**config.mk**
```make
export PLATFORM = sky130hd
export DESIGN_NAME = fp_addsub_pipe
export DESIGN_NICKNAME = d
export VERILOG_FILES = /design/src/rtl/fp_addsub_pipe.sv
export SDC_FILE = /design/constraint.sdc
export NUM_CORES = 1
export LEC_CHECK = 0
export BUFFER_PORTS_ARGS = -buffer_cell sky130_fd_sc_hd__buf_2
export CAP_MARGIN = 20
export CELL_PAD_IN_SITES_DETAIL_PLACEMENT = 1
export CELL_PAD_IN_SITES_GLOBAL_PLACEMENT = 2
export CORE_MARGIN = 3
export CORE_UTILIZATION = 33
export CTS_CLUSTER_SIZE = 20
export DETAILED_ROUTE_END_ITERATION = 10
export PLACE_DENSITY_LB_ADDON = 0.12
export SYNTH_ARGS = -nofsm -noshare
export SYNTH_HDL_FRONTEND = slang
export SYNTH_SLANG_ARGS = --single-unit
```
**constraint.sdc**
```tcl
create_clock -name clk -period 9.3 [get_ports clk]
set_clock_uncertainty 0.15 [all_clocks]
set_input_delay 1.395 -clock clk [delete_from_list [all_inputs] [get_ports clk]]
set_output_delay 1.395 -clock clk [all_outputs]
set_load 0.05 [all_outputs]
```
**src/rtl/fp_addsub_pipe.sv**
```systemverilog
// IEEE-754 binary add/sub, 3-stage valid/ready pipe: S1 unpack/align, S2 add/normalise, S3 round/pack.
// Latency 3, throughput 1/cycle; empty stages load even when downstream stalls, so up to 3 results buffer.
module fp_addsub_pipe #(
  parameter int EXP_W = 8,
  parameter int MAN_W = 23
) (
  input  logic                   clk,
  input  logic                   rst_n,
  input  logic                   in_valid,
  output logic                   in_ready,
  input  logic [EXP_W+MAN_W:0]   a,
  input  logic [EXP_W+MAN_W:0]   b,
  input  logic                   sub,
  output logic                   out_valid,
  input  logic                   out_ready,
  output logic [EXP_W+MAN_W:0]   result,
  output logic [2:0]             flags
);
  localparam int W  = 1 + EXP_W + MAN_W;
  localparam int SW = MAN_W + 4;  // hidden, fraction, guard, round, sticky
  localparam int EW = EXP_W + 1;
  localparam logic [EW-1:0]    ONE_EW  = EW'(1);
  localparam logic [EW-1:0]    EXP_INF = {1'b0, {EXP_W{1'b1}}};
  localparam logic [EXP_W-1:0] ONE_E   = {{(EXP_W-1){1'b0}}, 1'b1};
  localparam logic [W-1:0]     QNAN    = {1'b0, {EXP_W{1'b1}}, 1'b1, {(MAN_W-1){1'b0}}};

  logic v1, v2, adv1, adv2, adv3;
  assign adv3     = !out_valid | out_ready;
  assign adv2     = !v2 | adv3;
  assign adv1     = !v1 | adv2;
  assign in_ready = adv1;

  // ---------------- S1: classify, swap, align ----------------
  logic             sa, sb, a_den, b_den, a_nan, b_nan, a_inf, b_inf, a_snan, b_snan;
  logic [EXP_W-1:0] ea, eb;
  logic [MAN_W-1:0] fa, fb;
  assign sa = a[W-1];
  assign sb = b[W-1] ^ sub;
  assign ea = a[W-2:MAN_W];
  assign eb = b[W-2:MAN_W];
  assign fa = a[MAN_W-1:0];
  assign fb = b[MAN_W-1:0];
  assign a_den  = (ea == '0);
  assign b_den  = (eb == '0);
  assign a_nan  = (&ea) & (|fa);
  assign b_nan  = (&eb) & (|fb);
  assign a_inf  = (&ea) & ~(|fa);
  assign b_inf  = (&eb) & ~(|fb);
  assign a_snan = a_nan & ~fa[MAN_W-1];
  assign b_snan = b_nan & ~fb[MAN_W-1];

  logic              swap, xs, ys, c_byp;
  logic [EXP_W-1:0]  xe, ye;
  logic [SW-1:0]     xsig, ysig, yal;
  logic [2*SW-1:0]   ywide;
  logic [W-1:0]      c_byp_res;
  logic [2:0]        c_byp_flg;
  int                d;

  always_comb begin
    swap  = b[W-2:0] > a[W-2:0];
    xs    = swap ? sb : sa;
    ys    = swap ? sa : sb;
    xe    = swap ? (b_den ? ONE_E : eb) : (a_den ? ONE_E : ea);
    ye    = swap ? (a_den ? ONE_E : ea) : (b_den ? ONE_E : eb);
    xsig  = swap ? {~b_den, fb, 3'b000} : {~a_den, fa, 3'b000};
    ysig  = swap ? {~a_den, fa, 3'b000} : {~b_den, fb, 3'b000};
    d     = int'(xe) - int'(ye);
    if (d > SW) d = SW;
    // Lower half of the wide shift collects everything pushed past the sticky position.
    ywide = {ysig, {SW{1'b0}}} >> d;
    yal   = {ywide[2*SW-1:SW+1], ywide[SW] | (|ywide[SW-1:0])};

    c_byp     = a_nan | b_nan | a_inf | b_inf;
    c_byp_res = QNAN;
    c_byp_flg = 3'b000;
    if (a_nan | b_nan) begin
      c_byp_flg = {a_snan | b_snan, 2'b00};
    end else if (a_inf & b_inf & (sa != sb)) begin
      c_byp_flg = 3'b100;
    end else if (a_inf) begin
      c_byp_res = {sa, {EXP_W{1'b1}}, {MAN_W{1'b0}}};
    end else begin
      c_byp_res = {sb, {EXP_W{1'b1}}, {MAN_W{1'b0}}};
    end
  end

  logic             s1_byp, s1_xs, s1_ys;
  logic [W-1:0]     s1_byp_res;
  logic [2:0]       s1_byp_flg;
  logic [EXP_W-1:0] s1_xe;
  logic [SW-1:0]    s1_xsig, s1_ysig;

  // ---------------- S2: add/subtract, normalise ----------------
  logic          eff_sub, n_sign;
  logic [SW:0]   sum;
  logic [SW-1:0] norm, n_sig;
  logic [EW-1:0] n_exp;
  int            lz, lim, sh;

  always_comb begin
    eff_sub = s1_xs ^ s1_ys;
    sum = eff_sub ? ({1'b0, s1_xsig} - {1'b0, s1_ysig}) : ({1'b0, s1_xsig} + {1'b0, s1_ysig});
    lz = SW;
    for (int i = 0; i < SW; i++) begin
      if (sum[i]) lz = SW - 1 - i;
    end
    // Never shift below the minimum exponent; if the limit bites the hidden bit stays clear.
    lim  = int'(s1_xe) - 1;
    sh   = (lz < lim) ? lz : lim;
    norm = sum[SW-1:0] << sh;
    n_sign = (eff_sub && (sum == '0)) ? 1'b0 : s1_xs;
    if (sum[SW]) begin
      n_sig = {sum[SW:2], sum[1] | sum[0]};
      n_exp = {1'b0, s1_xe} + ONE_EW;
    end else begin
      n_sig = norm;
      n_exp = norm[SW-1] ? ({1'b0, s1_xe} - EW'(sh)) : '0;
    end
  end

  logic          s2_byp, s2_sign;
  logic [W-1:0]  s2_byp_res;
  logic [2:0]    s2_byp_flg;
  logic [EW-1:0] s2_exp;
  logic [SW-1:0] s2_sig;

  // ---------------- S3: round to nearest even, pack ----------------
  logic             g, r, s, up;
  logic [MAN_W+1:0] mant;
  logic [EW-1:0]    e3;
  logic [MAN_W-1:0] frac;
  logic [W-1:0]     res;
  logic [2:0]       flg;

  always_comb begin
    g    = s2_sig[2];
    r    = s2_sig[1];
    s    = s2_sig[0];
    up   = g & (r | s | s2_sig[3]);
    mant = {1'b0, s2_sig[SW-1:3]} + {{(MAN_W+1){1'b0}}, up};
    e3   = s2_exp;
    frac = mant[MAN_W-1:0];
    if (mant[MAN_W+1]) begin
      e3   = s2_exp + ONE_EW;
      frac = mant[MAN_W:1];
    end else if ((s2_exp == '0) && mant[MAN_W]) begin
      e3 = ONE_EW;
    end
    if (s2_byp) begin
      res = s2_byp_res;
      flg = s2_byp_flg;
    end else if (e3 >= EXP_INF) begin
      res = {s2_sign, {EXP_W{1'b1}}, {MAN_W{1'b0}}};
      flg = 3'b011;
    end else begin
      res = {s2_sign, e3[EXP_W-1:0], frac};
      flg = {2'b00, g | r | s};
    end
  end

  always_ff @(posedge clk or negedge rst_n) begin
    if (!rst_n) begin
      v1 <= 1'b0; v2 <= 1'b0; out_valid <= 1'b0;
      s1_byp <= 1'b0; s1_byp_res <= '0; s1_byp_flg <= '0; s1_xs <= 1'b0; s1_ys <= 1'b0;
      s1_xe <= '0; s1_xsig <= '0; s1_ysig <= '0;
      s2_byp <= 1'b0; s2_byp_res <= '0; s2_byp_flg <= '0; s2_sign <= 1'b0;
      s2_exp <= '0; s2_sig <= '0;
      result <= '0; flags <= '0;
    end else begin
      if (adv1) v1 <= in_valid;
      if (adv1 && in_valid) begin
        s1_byp <= c_byp; s1_byp_res <= c_byp_res; s1_byp_flg <= c_byp_flg;
        s1_xs <= xs; s1_ys <= ys; s1_xe <= xe; s1_xsig <= xsig; s1_ysig <= yal;
      end
      if (adv2) v2 <= v1;
      if (adv2 && v1) begin
        s2_byp <= s1_byp; s2_byp_res <= s1_byp_res; s2_byp_flg <= s1_byp_flg;
        s2_sign <= n_sign; s2_exp <= n_exp; s2_sig <= n_sig;
      end
      if (adv3) out_valid <= v2;
      if (adv3 && v2) begin
        result <= res;
        flags  <= flg;
      end
    end
  end
endmodule

```
==> results of run 1 <==
## critical path: cells and delay by family
kind | cells | cell delay, ns
fa+ha+maj | 3 | 0.89
compound gates | 19 | 4.55
simple gates | 3 | 0.90
mux | 2 | 0.64
xor+xnor | 1 | 0.27
buf+inv | 3 | 0.22
## placed cells by master (no fill, tap or decap), types with 15 or more instances in the layout
cell,n
a211oi_1,24
a21o_1,37
a21oi_1,129
a221oi_1,17
a22o_1,15
and2_1,18
and3_1,19
buf_2,104
buf_4,61
clkbuf_16,17
dfrtp_1,146
ha_1,80
inv_1,79
mux2_2,17
mux2i_1,96
nand2_1,236
nand3_1,44
nand4_1,28
nor2_1,164
nor3_1,46
nor4_1,29
o211ai_1,20
o21a_1,17
o21ai_0,142
o221ai_1,20
o22ai_1,33
o31ai_1,21
xnor2_1,47
xor2_1,44
## state kept, by name (all words and copies together) (netlist names), 3 cells and up
signal and count:
result 32, s1_ysig 27, s2_sig 27, s1_xsig 24
s2_exp 9, s1_xe 8, flags 3, s1_byp_res 3
s2_byp_res 3
## metrics by stage
| step | instance area, um2 | hold slack, ns | utilization | setup TNS, ns |
|---|---|---|---|---|
| 2_1_floorplan | 14600 | 0.280 | - | 0 |
| 3_3_place_gp | 16000 | 0.292 | 0.368 | 0 |
| 3_5_place_dp | 16000 | 0.310 | 0.368 | -0.0167 |
| 4_1_cts | 16600 | 0.324 | 0.381 | 0 |
| 5_1_grt | 16600 | 0.342 | 0.383 | -0.0504 |
| 6_report | 16600 | 0.325 | 0.383 | 0 |
## path summary, 6_finish.rpt
| check | endpoint | slack, ns |
|---|---|---|
| worst max-delay path | s1_ysig[0]$_DFFE_PN0P_ | 0.56 |
| worst min-delay path | result[29]$_DFFE_PN0P_ | 0.32 |
| worst min register to register | result[29]$_DFFE_PN0P_ | 0.32 |
| min in group asynchronous | result[10]$_DFFE_PN0P_ | 0.81 |
| max in group asynchronous | s1_ysig[7]$_DFFE_PN0P_ | 6.73 |
| worst max register to register | s2_exp[8]$_DFFE_PN0P_ | 0.58 |
## metal layers
layer,part of all wire,GRT usage
met1,0.47,0.331
met2,0.47,0.410
met3,0.031,0.0282
met4,0.032,0.0867
met5,0,0
## cell type report
| cell class | count | share of cell area |
|---|---|---|
| Multi-Input combinational cell | 1564 | 0.623 |
| Timing Repair Buffer | 168 | 0.0613 |
| Clock buffer | 18 | 0.0264 |
| Inverter | 81 | 0.0183 |
| Sequential cell | 146 | 0.220 |
| Tap cell | 585 | 0.0440 |
| Clock inverter | 14 | 0.00744 |
## cells by family (layout without fill, tap and decap cells)
kind of cell             count (synthesis)  in the layout  share of synthesized area
AO/OA/AOI/OAI                          600            600                      0.272
multiplexers                           117            117                     0.0828
AND/OR/NAND/NOR                        669            669                      0.215
XOR/XNOR                                94             94                     0.0563
adder cells (fa/ha/maj)                 84             84                     0.0729
buffers and inverters                  189            281                     0.0508
flip-flops                             146            146                      0.250
## what timing repair did
action / in CTS / in global routing
hold endpoints to repair: 0 / 0
hold buffers: 0 / 0
endpoints found under the setup margin: 0 / 32
gates resized for setup: 0 / 22
==> impl_metrics.csv, run 1 <==
group,metric,value,unit
global_route,antenna_found_initial,0,
die,core-area,43500,um2
worst_setup_path,cp-startpoint,"a[24]",
clocking,cts-buffers-inserted,17,
finish,multi_input_area,10400,um2
finish,drive_above_1_share,0.136,
die,start_util,0.337,
routing,vias_per_cell,5.83,
synthesis,syn_avg_cell_area,7.70,um2
worst_hold_path,whs_path_depth,1,
finish,num-fill-cells,5358,
finish,area.sequential,3650,um2
synthesis,synth_cell_types,89,
die,ioPinCount,106,
finish,stdcell_count,2576,
clocking,cts_tree,"done",
worst_setup_path,rr_startpoint,"s1_ysig[0]$_DFFE_PN0P_",
global_route,overflow,0,
global_route,track_usage,0.246,
clocking,cts_buffer_depth,2,
die,placementRows,76,
worst_setup_path,slowest_delay,0.57,ns
finish,diodes,0,
clocking,cts_sinks,146,
synthesis,ys_async_sr_fraction,1.00,
place,io_buffers,105,
run,drv_cap,0,
global_route,grt_max_degree,88,
synthesis,yosysWarningCount,0,
worst_setup_path,cp_slowest_cell,"a222oi_1",
clocking,clkTransAtPathRegs,0.06,ns
sta,slew_headroom,0.354,
sta,finalCriticalPeriod,8.74,ns
sta,setup_viol,0,
worst_setup_path,rr_worst_depth,37,
routing,wl_per_cell,22.7,um
die,die_y,217,um
synthesis,yosys-top-cells-count,"nand2_1, nor2_1, dfrtp_1",
synthesis,yosysTopAreaCellShare,0.250,
finish,finalNetCount,2131,
worst_setup_path,critPathArrivalTime,8.89,ns
worst_hold_path,hold_class,"register to register",
routing,wirelength,58.4,mm
global_route,grt_pass1_wl,91.0,mm
die,die_x,217,um
synthesis,synth_area,14600,um2
routing,dr.pass1.iters,5,
synthesis,synth_edf_count,0,
sta,finalMaxSlewViolations,0,
synthesis,synth_area_leaders,"dfrtp_1, ha_1, mux2i_1",
worst_setup_path,worstSetupPathType,"input pin to register",
worst_hold_path,hp-start,"result[29]$_DFFE_PN0P_",
synthesis,synth_top_cell_by_area,"dfrtp_1",
clocking,htreeDepth,4,
synthesis,ys.flop_type,"dfrtp_1",
clocking,clkLatencyLatePin,0.45,ns
place,dp_hpwl,47.3,mm
sta,max_freq,0.114,GHz
synthesis,synth-seq-area-share,0.250,
place,gp_congestion,0.898,
worst_setup_path,critical_path.most_common_cell,"a21o_1",
finish,area_growth,13.8,%
worst_setup_path,worst-path-max-fanout,14,
place,dp_cells,2544,
die,dieArea,46900,um2
worst_setup_path,required,9.45,ns
worst_setup_path,endpoint_kind,"register",
synthesis,synth-seq-cells,146,
routing,antenna_left,0,
sta,hold_viol_final,0,
synthesis,syn_nets,2052,
clocking,clk_root_buffer_cell,"clkbuf_16",
sta,worstMarginPinSlew,0.957,ns
clocking,cts_setup_buffers,0,
routing,drt_iter0_markers,917,
sta,timing.final.ws_setup,0.561,ns
worst_setup_path,start_kind,"input pin",
run_status,status,"finished clean",
place,place_ws,-0.0167,ns
routing,vias,15000,
global_route,grt_pass1_vias,15400,
sta,fin_crit_sh,0.940,
routing,drc,0,
synthesis,yosysMostFrequentCell,"nand2_1",
synthesis,syn_inst,1899,
Power of run 1 is left out: the tool's default activity adds up to more than one toggle a clock period on the data nets, which glitch-free logic cannot reach.
==> run 2, diff against run 1 <==
==> constraint.sdc (replaced) <==
create_clock -name clk -period 9.3 [get_ports clk]
set_clock_uncertainty 0.15 [all_clocks]
set_input_delay 1.86 -clock clk [delete_from_list [all_inputs] [get_ports clk]]
set_output_delay 1.86 -clock clk [all_outputs]
set_load 0.05 [all_outputs]
==> impl_metrics.csv, run 2 (synthesis gave the netlist of run 1 again) <==
group,metric,value,unit
routing,drt_iter0_markers,1028,
worst_setup_path,critical_path.most_common_cell,"a21o_1",
die,start_util,0.337,
finish,utilization,0.383,
run,drv_cap,0,
worst_setup_path,required,9.47,ns
finish,largest_reg_flops,32,
worst_setup_path,worstSetupPathType,"input pin to register",
worst_setup_path,critPathArrivalTime,9.02,ns
global_route,grt_max_degree,87,
place,placed_area,16000,um2
finish,top_register,"result",
worst_setup_path,worst-r2r-setup-slack,0.57,ns
clocking,clkTransAtPathRegs,0.06,ns
finish,area_growth,13.8,%
finish,drive_above_1_share,0.138,
die,die_x,217,um
worst_setup_path,start_kind,"input pin",
clocking,hold_buffers,0,
clocking,cts_tree,"done",
place,dp_hpwl,47.2,mm
worst_setup_path,endpoint_kind,"register",
global_route,overflow,0,
sta,finalMaxSlewViolations,0,
routing,drc,0,
sta,slew_headroom,0.282,
worst_setup_path,worst-path-max-fanout,14,
finish,design_area,16700,um2
sta,tns,0,ns
global_route,grt_pass1_wl,90.8,mm
finish,finalNetCount,2134,
finish,largestRegisters,"result x32, s1_ysig x27, s2_sig x27",
die,placementRows,76,
routing,antenna_left,0,
die,die_y,217,um
die,ioPinCount,106,
global_route,grt_pass1_vias,15100,
clocking,cts_buffer_depth,2,
sta,finalCriticalPeriod,8.85,ns
clocking,cts_sinks,146,
routing,vias_per_cell,5.82,
die,core-area,43500,um2
clocking,htreeDepth,4,
routing,wirelength,58.6,mm
run_status,status,"finished clean",
worst_setup_path,slowest_delay,0.54,ns
clocking,cts-buffers-inserted,17,
finish,final_cell_mix,"nand2_1, nor2_1, dfrtp_1",
routing,dr.pass1.iters,6,
clocking,clk_root_buffer_cell,"clkbuf_16",
routing,vias,15000,
worst_setup_path,cp_slowest_cell,"a221oi_1",
sta,max_freq,0.113,GHz
place,io_buffers,105,
global_route,antenna_found_initial,2,
die,dieArea,46900,um2
place,gp_congestion,0.939,
finish,final_common_cell,"nand2_1",
sta,fin_crit_sh,0.952,
worst_hold_path,hold_class,"register to register",
clocking,clkLatencyLatePin,0.46,ns
routing,wl_per_cell,22.7,um
sta,worstMarginPinSlew,1.06,ns
global_route,track_usage,0.247,
sta,hold_viol_final,0,
sta,setup_viol,0,
run 2: cell count changes in the layout (fill, tap and decap cells not counted), moves of 2 or more:
cell / change
buf_4: +4
a21oi_2: +3
inv_6: +3
a2111oi_1: -2
a21oi_1: -2
inv_8: -2
nand2_1: -2
nand2_2: +2
run 2: path summary, 6_finish.rpt:
path / start / endpoint / cells after the start
setup / recovery: a[24] / s1_ysig[0]$_DFFE_PN0P_ / 32
hold reg to reg: s1_byp_res[30]$_DFFE_PN0P_ / s2_byp_res[30]$_DFFE_PN0P_ / 2
setup reg to reg: s1_ys$_DFFE_PN0P_ / s2_exp[8]$_DFFE_PN0P_ / 38
min in group asynchronous: rst_n / result[10]$_DFFE_PN0P_ / 1
max in group asynchronous: rst_n / s1_ysig[25]$_DFFE_PN0P_ / 2
hold / removal: s1_byp_res[30]$_DFFE_PN0P_ / s2_byp_res[30]$_DFFE_PN0P_ / 2
run 2: timing repair:
item                                    CTS  global route
buffers inserted                          0             4
endpoints found under the setup margin    1            31
pin swaps                                 0             3
gates resized for setup                   1            22
run 2: critical path, delay by kind of cell:
family	cells	cell delay (ns)
buf+inv	4	0.44
fa+ha+maj	3	0.88
simple gates	3	0.82
xor+xnor	1	0.25
compound gates	19	4.15
mux	2	0.61
run 2: routing by layer:
layer | GRT usage | wire, um | share of wire
met5 | 0 | 13 | 0.00022
met4 | 0.0801 | 1760 | 0.030
met3 | 0.0327 | 2380 | 0.041
met2 | 0.402 | 27000 | 0.46
met1 | 0.340 | 27500 | 0.47
run 2: area by class of cell:
type                            count  area [um2]
Fill cell                        5334       26800
Multi-Input combinational cell   1564       10400
Sequential cell                   146        3650
Timing Repair Buffer              171        1040
Tap cell                          585         732
Clock buffer                       19         443
Inverter                           81         304
Clock inverter                     12        95.1
Antenna cell                        1        2.50
run 2: through the flow:
step                      setup WS [ns]  instances  hold WS [ns]
final                             0.450       2579         0.308
after global routing            -0.0175       2578         0.328
after CTS                        0.0895       2574         0.307
after detailed placement       -0.00418       2543         0.292
after global placement            0.261       2543         0.293
after floorplan                  0.0912       1899         0.280
Power of run 2 is left out for the same reason.
==> run 3, diff against run 2 <==
--- a/config.mk
+++ b/config.mk
@@ -10,7 +10,7 @@
 export CELL_PAD_IN_SITES_DETAIL_PLACEMENT = 1
 export CELL_PAD_IN_SITES_GLOBAL_PLACEMENT = 2
 export CORE_MARGIN = 3
-export CORE_UTILIZATION = 33
+export CORE_UTILIZATION = 40
 export CTS_CLUSTER_SIZE = 20
 export DETAILED_ROUTE_END_ITERATION = 10
 export PLACE_DENSITY_LB_ADDON = 0.12
==> constraint.sdc (replaced) <==
create_clock -name clk -period 11.2 [get_ports clk]
set_clock_uncertainty 0.15 [all_clocks]
set_input_delay 2.24 -clock clk [delete_from_list [all_inputs] [get_ports clk]]
set_output_delay 2.24 -clock clk [all_outputs]
set_load 0.05 [all_outputs]
==> impl_metrics.csv, run 3 (synthesis gave the netlist of run 1 again) <==
group,metric,value,unit
run_status,status,"finished clean",
die,die_x,197,um
worst_setup_path,required,11.38,ns
worst_setup_path,worst-path-max-fanout,19,
global_route,track_usage,0.285,
worst_setup_path,critPathArrivalTime,10.33,ns
worst_setup_path,cp_num_buf_inv,2,
clocking,clkLatencyLatePin,0.45,ns
worst_setup_path,slowest_delay,0.59,ns
routing,vias_per_cell,6.21,
global_route,grt_pass1_wl,87.5,mm
clocking,cts-buffers-inserted,17,
clocking,htreeDepth,4,
sta,finalCriticalPeriod,10.15,ns
die,ioPinCount,106,
clocking,clkTransAtPathRegs,0.07,ns
global_route,overflow,0,
die,start_util,0.408,
place,gp_congestion,0.935,
sta,finalMaxSlewViolations,0,
finish,largest_reg_flops,32,
clocking,cts_sinks,146,
place,dp_hpwl,44.7,mm
sta,fin_crit_sh,0.906,
clocking,cts_setup_buffers,0,
worst_setup_path,start_kind,"register",
clocking,cts_resized,0,
worst_hold_path,whs_path_depth,2,
sta,rsz0062_at_grt,"no",
worst_setup_path,rr_worst_depth,37,
finish,drive_above_1_share,0.112,
routing,wirelength,55.8,mm
finish,finalNetCount,2095,
die,die_y,197,um
worst_setup_path,worstSetupPathType,"register to register",
finish,diodes,0,
die,core-area,35800,um2
worst_setup_path,endpoint_kind,"register",
worst_setup_path,cp.depth,37,
finish,final_cell_mix,"nand2_1, nor2_1, dfrtp_1",
routing,antenna_left,0,
routing,drt_iter0_markers,918,
sta,worstMarginPinSlew,0.898,ns
clocking,cts_tree,"done",
finish,final_common_cell,"nand2_1",
global_route,grt_max_degree,90,
global_route,grt_pass1_vias,15300,
run,drv_cap,0,
finish,largestRegisters,"result x32, s1_ysig x27, s2_sig x27",
sta,setup_viol,0,
routing,drc,0,
sta,tns,0,ns
worst_hold_path,hold_class,"register to register",
routing,vias,15000,
clocking,hold_buffers,0,
worst_setup_path,cp_top_family,"compound AO/OA/AOI/OAI gates",
sta,hold_viol_final,0,
worst_setup_path,cp_slowest_cell,"o2111ai_2",
place,io_buffers,105,
sta,slew_headroom,0.393,
finish,area_growth,10.5,%
global_route,antenna_found_initial,0,
clocking,cts_buffer_depth,2,
routing,wl_per_cell,23.1,um
die,dieArea,38900,um2
finish,top_register,"result",
clocking,clk_root_buffer_cell,"clkbuf_16",
routing,dr.pass1.iters,8,
sta,max_freq,0.0985,GHz
die,placementRows,69,
run 3: path summary, 6_finish.rpt:
| check | from | endpoint | slack, ns |
|---|---|---|---|
| setup reg to reg | s1_ysig[0]$_DFFE_PN0P_ | s2_exp[8]$_DFFE_PN0P_ | 1.05 |
| setup / recovery | s1_ysig[0]$_DFFE_PN0P_ | s2_exp[8]$_DFFE_PN0P_ | 1.05 |
| hold / removal | result[6]$_DFFE_PN0P_ | result[6]$_DFFE_PN0P_ | 0.31 |
| max in group asynchronous | rst_n | s1_ysig[8]$_DFFE_PN0P_ | 7.83 |
| min in group asynchronous | rst_n | result[10]$_DFFE_PN0P_ | 1.68 |
| hold reg to reg | result[6]$_DFFE_PN0P_ | result[6]$_DFFE_PN0P_ | 0.31 |
run 3: area by class of cell:
type | instances | area (um2)
Inverter | 81 | 304
Clock buffer | 18 | 439
Fill cell | 4430 | 19700
Tap cell | 461 | 577
Clock inverter | 14 | 161
Sequential cell | 146 | 3650
Multi-Input combinational cell | 1564 | 10300
Timing Repair Buffer | 132 | 754
run 3: per-layer routing:
metal | vias up | share of wire | track usage
li1 | 7123 | - | -
met4 | 0 | 0.043 | 0.121
met3 | 119 | 0.039 | 0.0416
met2 | 378 | 0.48 | 0.485
met5 | - | 0 | 0
met1 | 7372 | 0.44 | 0.363
run 3: metrics by stage:
stage / util / hold slack [ns] / setup WS (ns) / std cells / instance area [um2]
6_report: 0.451 / 0.313 / 1.05 / 2416 / 16200
5_1_grt: 0.451 / 0.341 / 0.173 / 2416 / 16200
4_1_cts: 0.450 / 0.317 / 1.03 / 2414 / 16100
3_5_place_dp: 0.433 / 0.300 / 0.943 / 2382 / 15500
3_3_place_gp: 0.433 / 0.293 / 1.28 / 2382 / 15500
2_1_floorplan: - / 0.280 / 1.61 / 1899 / 14600
run 3: worst reg2reg max path, delay by kind of cell, from the launching register on:
kind | cells | cell delay [ns]
compound gates | 16 | 4.01
xor+xnor | 1 | 0.17
fa+ha+maj | 4 | 1.30
buf+inv | 2 | 0.51
flops | 1 | 0.50
mux | 1 | 0.47
simple gates | 13 | 2.93
Power of run 3 is left out for the same reason.
